File: config.mk
export PLATFORM = sky130hd
export DESIGN_NAME = conv_result_collector_flat
export DESIGN_NICKNAME = d
export VERILOG_FILES = /design/src/rtl/conv_result_collector_if.sv /design/src/rtl/conv_result_collector.sv /design/src/flat_wrapper.sv
export SDC_FILE = /design/constraint.sdc
export NUM_CORES = 2
export LEC_CHECK = 0
export CAP_MARGIN = 20
export CELL_PAD_IN_SITES_DETAIL_PLACEMENT = 1
export CELL_PAD_IN_SITES_GLOBAL_PLACEMENT = 1
export CORE_MARGIN = 5
export CORE_UTILIZATION = 43
export CTS_CLUSTER_DIAMETER = 40
export DETAILED_ROUTE_END_ITERATION = 10
export PLACE_DENSITY_LB_ADDON = 0.25
export SETUP_SLACK_MARGIN = 0.2
export SLEW_MARGIN = 20
export SYNTH_ARGS = -nofsm -noshare
export SYNTH_HDL_FRONTEND = slang
export SYNTH_SLANG_ARGS = --single-unit
File: constraint.sdc
create_clock -name clk -period 5.1 [get_ports clk]
set_clock_uncertainty 0.05 [all_clocks]
set_input_delay 1.02 -clock clk [delete_from_list [all_inputs] [get_ports clk]]
set_output_delay 1.02 -clock clk [all_outputs]
set_load 0.05 [all_outputs]
File: src/rtl/conv_result_collector_if.sv
// Bundle of the collector's control, result-stream, host-read and status signals.
// master = engine/host side driving the collector, slave = the collector itself.
interface conv_result_collector_if #(
  parameter int ADDR_W = 6
);
  logic              start;
  logic              in_valid;
  logic              in_done;
  logic [31:0]       in_data;
  logic              rd_en;
  logic [ADDR_W-1:0] rd_addr;
  logic [31:0]       rd_data;
  logic              busy;
  logic              frame_done;
  logic              short_frame;
  logic              overflow;
  logic [ADDR_W:0]   count;
  logic [31:0]       max_val;

  modport master (
    output start, in_valid, in_done, in_data, rd_en, rd_addr,
    input  rd_data, busy, frame_done, short_frame, overflow, count, max_val
  );

  modport slave (
    input  start, in_valid, in_done, in_data, rd_en, rd_addr,
    output rd_data, busy, frame_done, short_frame, overflow, count, max_val
  );
endinterface

File: src/rtl/conv_result_collector.sv
// Captures one frame of convolution results into a row-major buffer, tracking
// count, running signed maximum and short-frame/overflow status; host reads are read-first.
module conv_result_collector #(
  parameter int OUT_ROWS = 6,
  parameter int OUT_COLS = 6,
  parameter int RELU     = 1,
  parameter int ADDR_W   = 6
) (
  input logic                    clk,
  input logic                    reset,
  conv_result_collector_if.slave bus
);
  localparam int              TOTAL   = OUT_ROWS * OUT_COLS;
  localparam logic [ADDR_W:0] TOTAL_W = TOTAL[ADDR_W:0];
  localparam logic [31:0]     MAX_RST = 32'h8000_0000;

  typedef enum logic [1:0] {IDLE, CAPTURE, DONE} state_e;

  state_e             state_q, state_d;
  logic [ADDR_W:0]    count_q, count_d;
  logic signed [31:0] max_q, max_d;
  logic               short_q, short_d;
  logic               ovf_q, ovf_d;
  logic               fd_q, fd_d;
  logic [31:0]        rd_data_q;
  logic               we;
  logic signed [31:0] stored;
  logic [31:0]        mem [2**ADDR_W];

  assign stored = (RELU != 0 && bus.in_data[31]) ? '0 : bus.in_data;

  // NOTE: every always_comb output gets a default first so no path leaves it unassigned (no latch).
  always_comb begin
    state_d = state_q;
    count_d = count_q;
    max_d   = max_q;
    short_d = short_q;
    ovf_d   = ovf_q;
    we      = 1'b0;
    case (state_q)
      IDLE: begin
        if (bus.start) begin
          state_d = CAPTURE;
          count_d = '0;
          max_d   = MAX_RST;
          short_d = 1'b0;
          ovf_d   = 1'b0;
        end
      end
      CAPTURE: begin
        if (bus.start) begin
          count_d = '0;
          max_d   = MAX_RST;
          short_d = 1'b0;
          ovf_d   = 1'b0;
        end else begin
          if (bus.in_valid) begin
            we      = 1'b1;
            count_d = count_q + (ADDR_W + 1)'(1);
            if (stored > max_q) max_d = stored;
          end
          // Completion is judged on the count after this cycle's write.
          if (count_d == TOTAL_W) begin
            state_d = DONE;
          end else if (bus.in_done) begin
            state_d = DONE;
            short_d = 1'b1;
          end
        end
      end
      DONE: begin
        if (bus.start) begin
          state_d = CAPTURE;
          count_d = '0;
          max_d   = MAX_RST;
          short_d = 1'b0;
          ovf_d   = 1'b0;
        end else if (bus.in_valid) begin
          ovf_d = 1'b1;
        end
      end
      default: state_d = IDLE;
    endcase
    fd_d = (state_d == DONE) && (state_q != DONE);
  end

  // NOTE: sequential state uses non-blocking assignments so all registers update together.
  always_ff @(posedge clk) begin
    if (!reset) begin
      state_q   <= IDLE;
      count_q   <= '0;
      max_q     <= MAX_RST;
      short_q   <= 1'b0;
      ovf_q     <= 1'b0;
      fd_q      <= 1'b0;
      rd_data_q <= '0;
    end else begin
      state_q <= state_d;
      count_q <= count_d;
      max_q   <= max_d;
      short_q <= short_d;
      ovf_q   <= ovf_d;
      fd_q    <= fd_d;
      if (bus.rd_en) begin
        rd_data_q <= ({1'b0, bus.rd_addr} < TOTAL_W) ? mem[bus.rd_addr] : '0;
      end
    end
  end

  // NOTE: the buffer is deliberately not reset; only its write is gated by reset.
  always_ff @(posedge clk) begin
    if (reset && we) mem[count_q[ADDR_W-1:0]] <= stored;
  end

  assign bus.rd_data     = rd_data_q;
  assign bus.busy        = (state_q == CAPTURE);
  assign bus.frame_done  = fd_q;
  assign bus.short_frame = short_q;
  assign bus.overflow    = ovf_q;
  assign bus.count       = count_q;
  assign bus.max_val     = max_q;
endmodule

File: src/flat_wrapper.sv
// flat-port wrapper written by rule: the top's interface ports become plain ports
module conv_result_collector_flat 
#(
  parameter int OUT_ROWS = 6,
  parameter int OUT_COLS = 6,
  parameter int RELU     = 1,
  parameter int ADDR_W   = 6
)
  (clk, reset, bus_start, bus_in_valid, bus_in_done, bus_in_data, bus_rd_en, bus_rd_addr, bus_rd_data, bus_busy, bus_frame_done, bus_short_frame, bus_overflow, bus_count, bus_max_val);
  conv_result_collector_if #(.ADDR_W(ADDR_W)) bus_i ();
  input logic clk;
  input logic reset;
  input wire logic [$bits(bus_i.start)-1:0] bus_start;
  input wire logic [$bits(bus_i.in_valid)-1:0] bus_in_valid;
  input wire logic [$bits(bus_i.in_done)-1:0] bus_in_done;
  input wire logic [$bits(bus_i.in_data)-1:0] bus_in_data;
  input wire logic [$bits(bus_i.rd_en)-1:0] bus_rd_en;
  input wire logic [$bits(bus_i.rd_addr)-1:0] bus_rd_addr;
  output wire logic [$bits(bus_i.rd_data)-1:0] bus_rd_data;
  output wire logic [$bits(bus_i.busy)-1:0] bus_busy;
  output wire logic [$bits(bus_i.frame_done)-1:0] bus_frame_done;
  output wire logic [$bits(bus_i.short_frame)-1:0] bus_short_frame;
  output wire logic [$bits(bus_i.overflow)-1:0] bus_overflow;
  output wire logic [$bits(bus_i.count)-1:0] bus_count;
  output wire logic [$bits(bus_i.max_val)-1:0] bus_max_val;
  assign bus_i.start = bus_start;
  assign bus_i.in_valid = bus_in_valid;
  assign bus_i.in_done = bus_in_done;
  assign bus_i.in_data = bus_in_data;
  assign bus_i.rd_en = bus_rd_en;
  assign bus_i.rd_addr = bus_rd_addr;
  assign bus_rd_data = bus_i.rd_data;
  assign bus_busy = bus_i.busy;
  assign bus_frame_done = bus_i.frame_done;
  assign bus_short_frame = bus_i.short_frame;
  assign bus_overflow = bus_i.overflow;
  assign bus_count = bus_i.count;
  assign bus_max_val = bus_i.max_val;
  conv_result_collector #(.OUT_ROWS(OUT_ROWS), .OUT_COLS(OUT_COLS), .RELU(RELU), .ADDR_W(ADDR_W)) u_core (.clk(clk), .reset(reset), .bus(bus_i));
endmodule
==> impl_metrics.env <==
export IMPL_worst_slew_pin_slew_ns=1.06
export IMPL_h_tree_depth=4
export IMPL_min_from="u_core.bus.short_frame"
export IMPL_seq_area_frac_synth_pct=76.3
export IMPL_vias_per_cell=5.99
export IMPL_ys_warn_count=0
export IMPL_setup_viol=0
export IMPL_fillCellCount=9224
export IMPL_core_region_area_um2=106000
export IMPL_io_pins=119
export IMPL_route_antenna_remaining_nets=0
export IMPL_cts_tree="built"
export IMPL_die_area_um2=113000
export IMPL_setup_tns_ns=0
export IMPL_max_cap_viol_count=0
export IMPL_worst_ep_arrival_time_ns=4.70
export IMPL_gr_total_overflow=0
export IMPL_vdd_drop_max_mv=0.309
export IMPL_wl_per_cell_um=31.9
export IMPL_period_share_pct=80.3
export IMPL_clk_latency_ns=0.72
export IMPL_endpoint_kind="register"
export IMPL_grt_pass1_wl_mm=175
export IMPL_drive_gt1_share_pct=30.7
export IMPL_dr_first_iter_drc_count=2527
export IMPL_syn_area_per_cell_um2=22.0
export IMPL_crit_start="bus_in_data[6]"
export IMPL_post_cts_setup_buffers=0
export IMPL_drc=0
export IMPL_post_cts_resized=0
export IMPL_ys_flop_type="edfxtp_1"
export IMPL_relSlewSlack_pct=29.4
export IMPL_path_class="primary input to register"
export IMPL_p_per_area_nw_per_um2=398
export IMPL_syn_nets=2162
export IMPL_vias=22949
export IMPL_worstReg2RegStart="u_core.bus.max_val[29]"
export IMPL_grt_max_degree=63
export IMPL_area_delta_synth_final_pct=18.8
export IMPL_grt_usage_pct=21.7
export IMPL_diodes=0
export IMPL_cts_buffers=138
export IMPL_power_total_mw=21.7
export IMPL_layout_min_cycle_time_ns=4.09
export IMPL_async_reset_ff_share_pct=0
export IMPL_final_nets=2401
export IMPL_netlist_area_um2=45900
export IMPL_leakage_nw=16.2
export IMPL_grt_pass1_vias=24395
export IMPL_synthCells=2087
export IMPL_hold_viol_final=0
export IMPL_cp_max_fo=38
export IMPL_port_buffer_count=117
export IMPL_cts_root_buf="clkbuf_16"
export IMPL_startpoint_type="primary input"
export IMPL_synth_area_leaders="edfxtp_1, mux4_2, dfxtp_1"
export IMPL_routed_wl_mm=122
export IMPL_die_width_um=337
export IMPL_rows=119
export IMPL_dr_pass1_iters=5
export IMPL_fmax_mhz=244
export IMPL_synth_area_leader_cell="edfxtp_1"
export IMPL_worst_endpoint_required_ns=5.71
export IMPL_min_path_type="register to register"
export IMPL_finalWeightedCongestion=0.782
export IMPL_cts_sinks=1191
export IMPL_cts_buffer_depth=3
export IMPL_ys_seq_elements=1191
export IMPL_rsz0062_at_grt="false"
export IMPL_die_y_um=337
export IMPL_start_util_pct=43.4
export IMPL_place_hpwl_mm=66.7
export IMPL_ys_types=57
export IMPL_synth_top_area_share_pct=73.0
export IMPL_antenna_found_initial=2
export IMPL_synth_edf_count=1116
export IMPL_maxSlewViolCount=0
export IMPL_path_clk_slew_ns=0.06
export IMPL_holdBufCountCts=0
export IMPL_status="finished, final reports clean"
## power by group
part	total (mW)	switching, mW	internal (mW)	leakage (nW)
clock network	10.0	4.01	6.01	2.28
logic	1.00	0.599	0.401	4.04
registers	10.7	0.0262	10.7	9.87
## per-stage QoR
| step | cell area (um^2) | hold slack [ns] | setup WS [ns] | std cells | util [%] |
|---|---|---|---|---|---|
| 3_5_place_dp | 49900 | 0.458 | -0.143 | 3577 | 47.2 |
| 3_3_place_gp | 49800 | 0.454 | 0.0411 | 3576 | 47.2 |
| 2_1_floorplan | 45900 | 0.518 | 0.560 | 2087 | - |
| 5_1_grt | 54600 | 0.495 | 0.756 | 3832 | 51.6 |
| 4_1_cts | 54600 | 0.485 | 0.654 | 3832 | 51.6 |
| 6_report | 54600 | 0.488 | 1.01 | 3832 | 51.6 |
## kinds of logic (layout without fill, tap and decap cells)
kind of cell	Yosys count	count (layout)	synth area share (%)
flip-flops	1191	1191	76.3
multiplexers	341	341	16.7
AND/OR/NAND/NOR	187	187	2.06
AO/OA/AOI/OAI	176	176	2.57
buffers and inverters	155	509	1.45
adder cells (fa/ha/maj)	31	31	0.845
XOR/XNOR	5	5	0.0954
other	1	1	0.00817
## layer usage
| layer | part of all wire [%] | GRT usage, % | vias to the layer above |
|---|---|---|---|
| li1 | - | - | 9308 |
| met1 | 39 | 29.2 | 12415 |
| met2 | 50 | 36.2 | 1046 |
| met3 | 8.4 | 5.02 | 180 |
| met4 | 2.3 | 5.89 | 0 |
| met5 | 0 | 0 | - |
## worst max-delay path, stage by stage
cell	delay [ns]
clkdlybuf4s50_1	0.46
nor2b_4	0.70
ha_1	0.40
and4_1	0.20
nand2_1	0.08
a21oi_1	0.04
o311a_1	0.38
nor4_1	0.27
a211o_1	0.85
a22o_1	0.28
## worst paths after layout
| check | endpoint | slack [ns] | cells after the start |
|---|---|---|---|
| max reg2reg | u_core.bus.max_val[12] | 1.85 | 9 |
| max | u_core.bus.max_val[12] | 1.01 | 10 |
| min | u_core.bus.short_frame | 0.49 | 2 |
| min reg2reg | u_core.bus.short_frame | 0.49 | 2 |
## sequential cells by signal, indices dropped and copies added, names as in the netlist
register / count
u_core.state_q: 2
u_core.bus.max_val: 32
u_core.bus.rd_data: 31
u_core.bus.count: 7
u_core.bus.overflow: 1
u_core.bus.short_frame: 1
u_core.mem: 1116
u_core.bus.frame_done: 1
## cells in the final DEF, fill, tap and decap left out, types with 28 or more instances in the layout
cell type	Yosys	final
a22o_1	30	30
a22oi_1	31	31
a31oi_1	32	32
buf_12	0	36
buf_4	1	65
clkbuf_16	0	148
clkdlybuf4s50_1	0	110
dfxtp_1	75	75
edfxtp_1	1116	1116
ha_1	31	31
inv_1	37	37
mux4_2	341	341
nand2_1	50	50
nor2_4	0	36
nor2b_2	1	28
o21ai_0	43	43
## Yosys cell counts, types with 2 or more instances
library cell,instances
a22oi_1,31
or2_2,2
mux4_2,341
inv_1,37
nor2b_1,39
a21oi_1,20
and4_1,3
xor2_1,4
dfxtp_1,75
nor2_1,48
o21a_1,2
a211o_1,2
nand3_1,11
a31oi_1,32
ha_1,31
a21o_1,2
nand2b_1,2
edfxtp_1,1116
nand2_1,50
nor3_1,4
nand4_1,10
o21ai_0,43
a22o_1,30
a211oi_1,2
buf_8,3
nand3b_1,2
clkbuf_1,69
or3b_2,2
or3_1,2
buf_2,32
buf_1,12
a32oi_1,2
and3_1,2
## cell type report
class	instances	area [um^2]	share of cell area [%]
timing repair buffer	217	2370	4.34
inverter	37	139	0.254
tap	1391	1740	3.19
multi-input combinational	741	10600	19.4
clock buffer	174	3870	7.09
clock inverter	81	827	1.52
sequential	1191	35000	64.2
No activity file was read; power rests on OpenSTA's default activity.
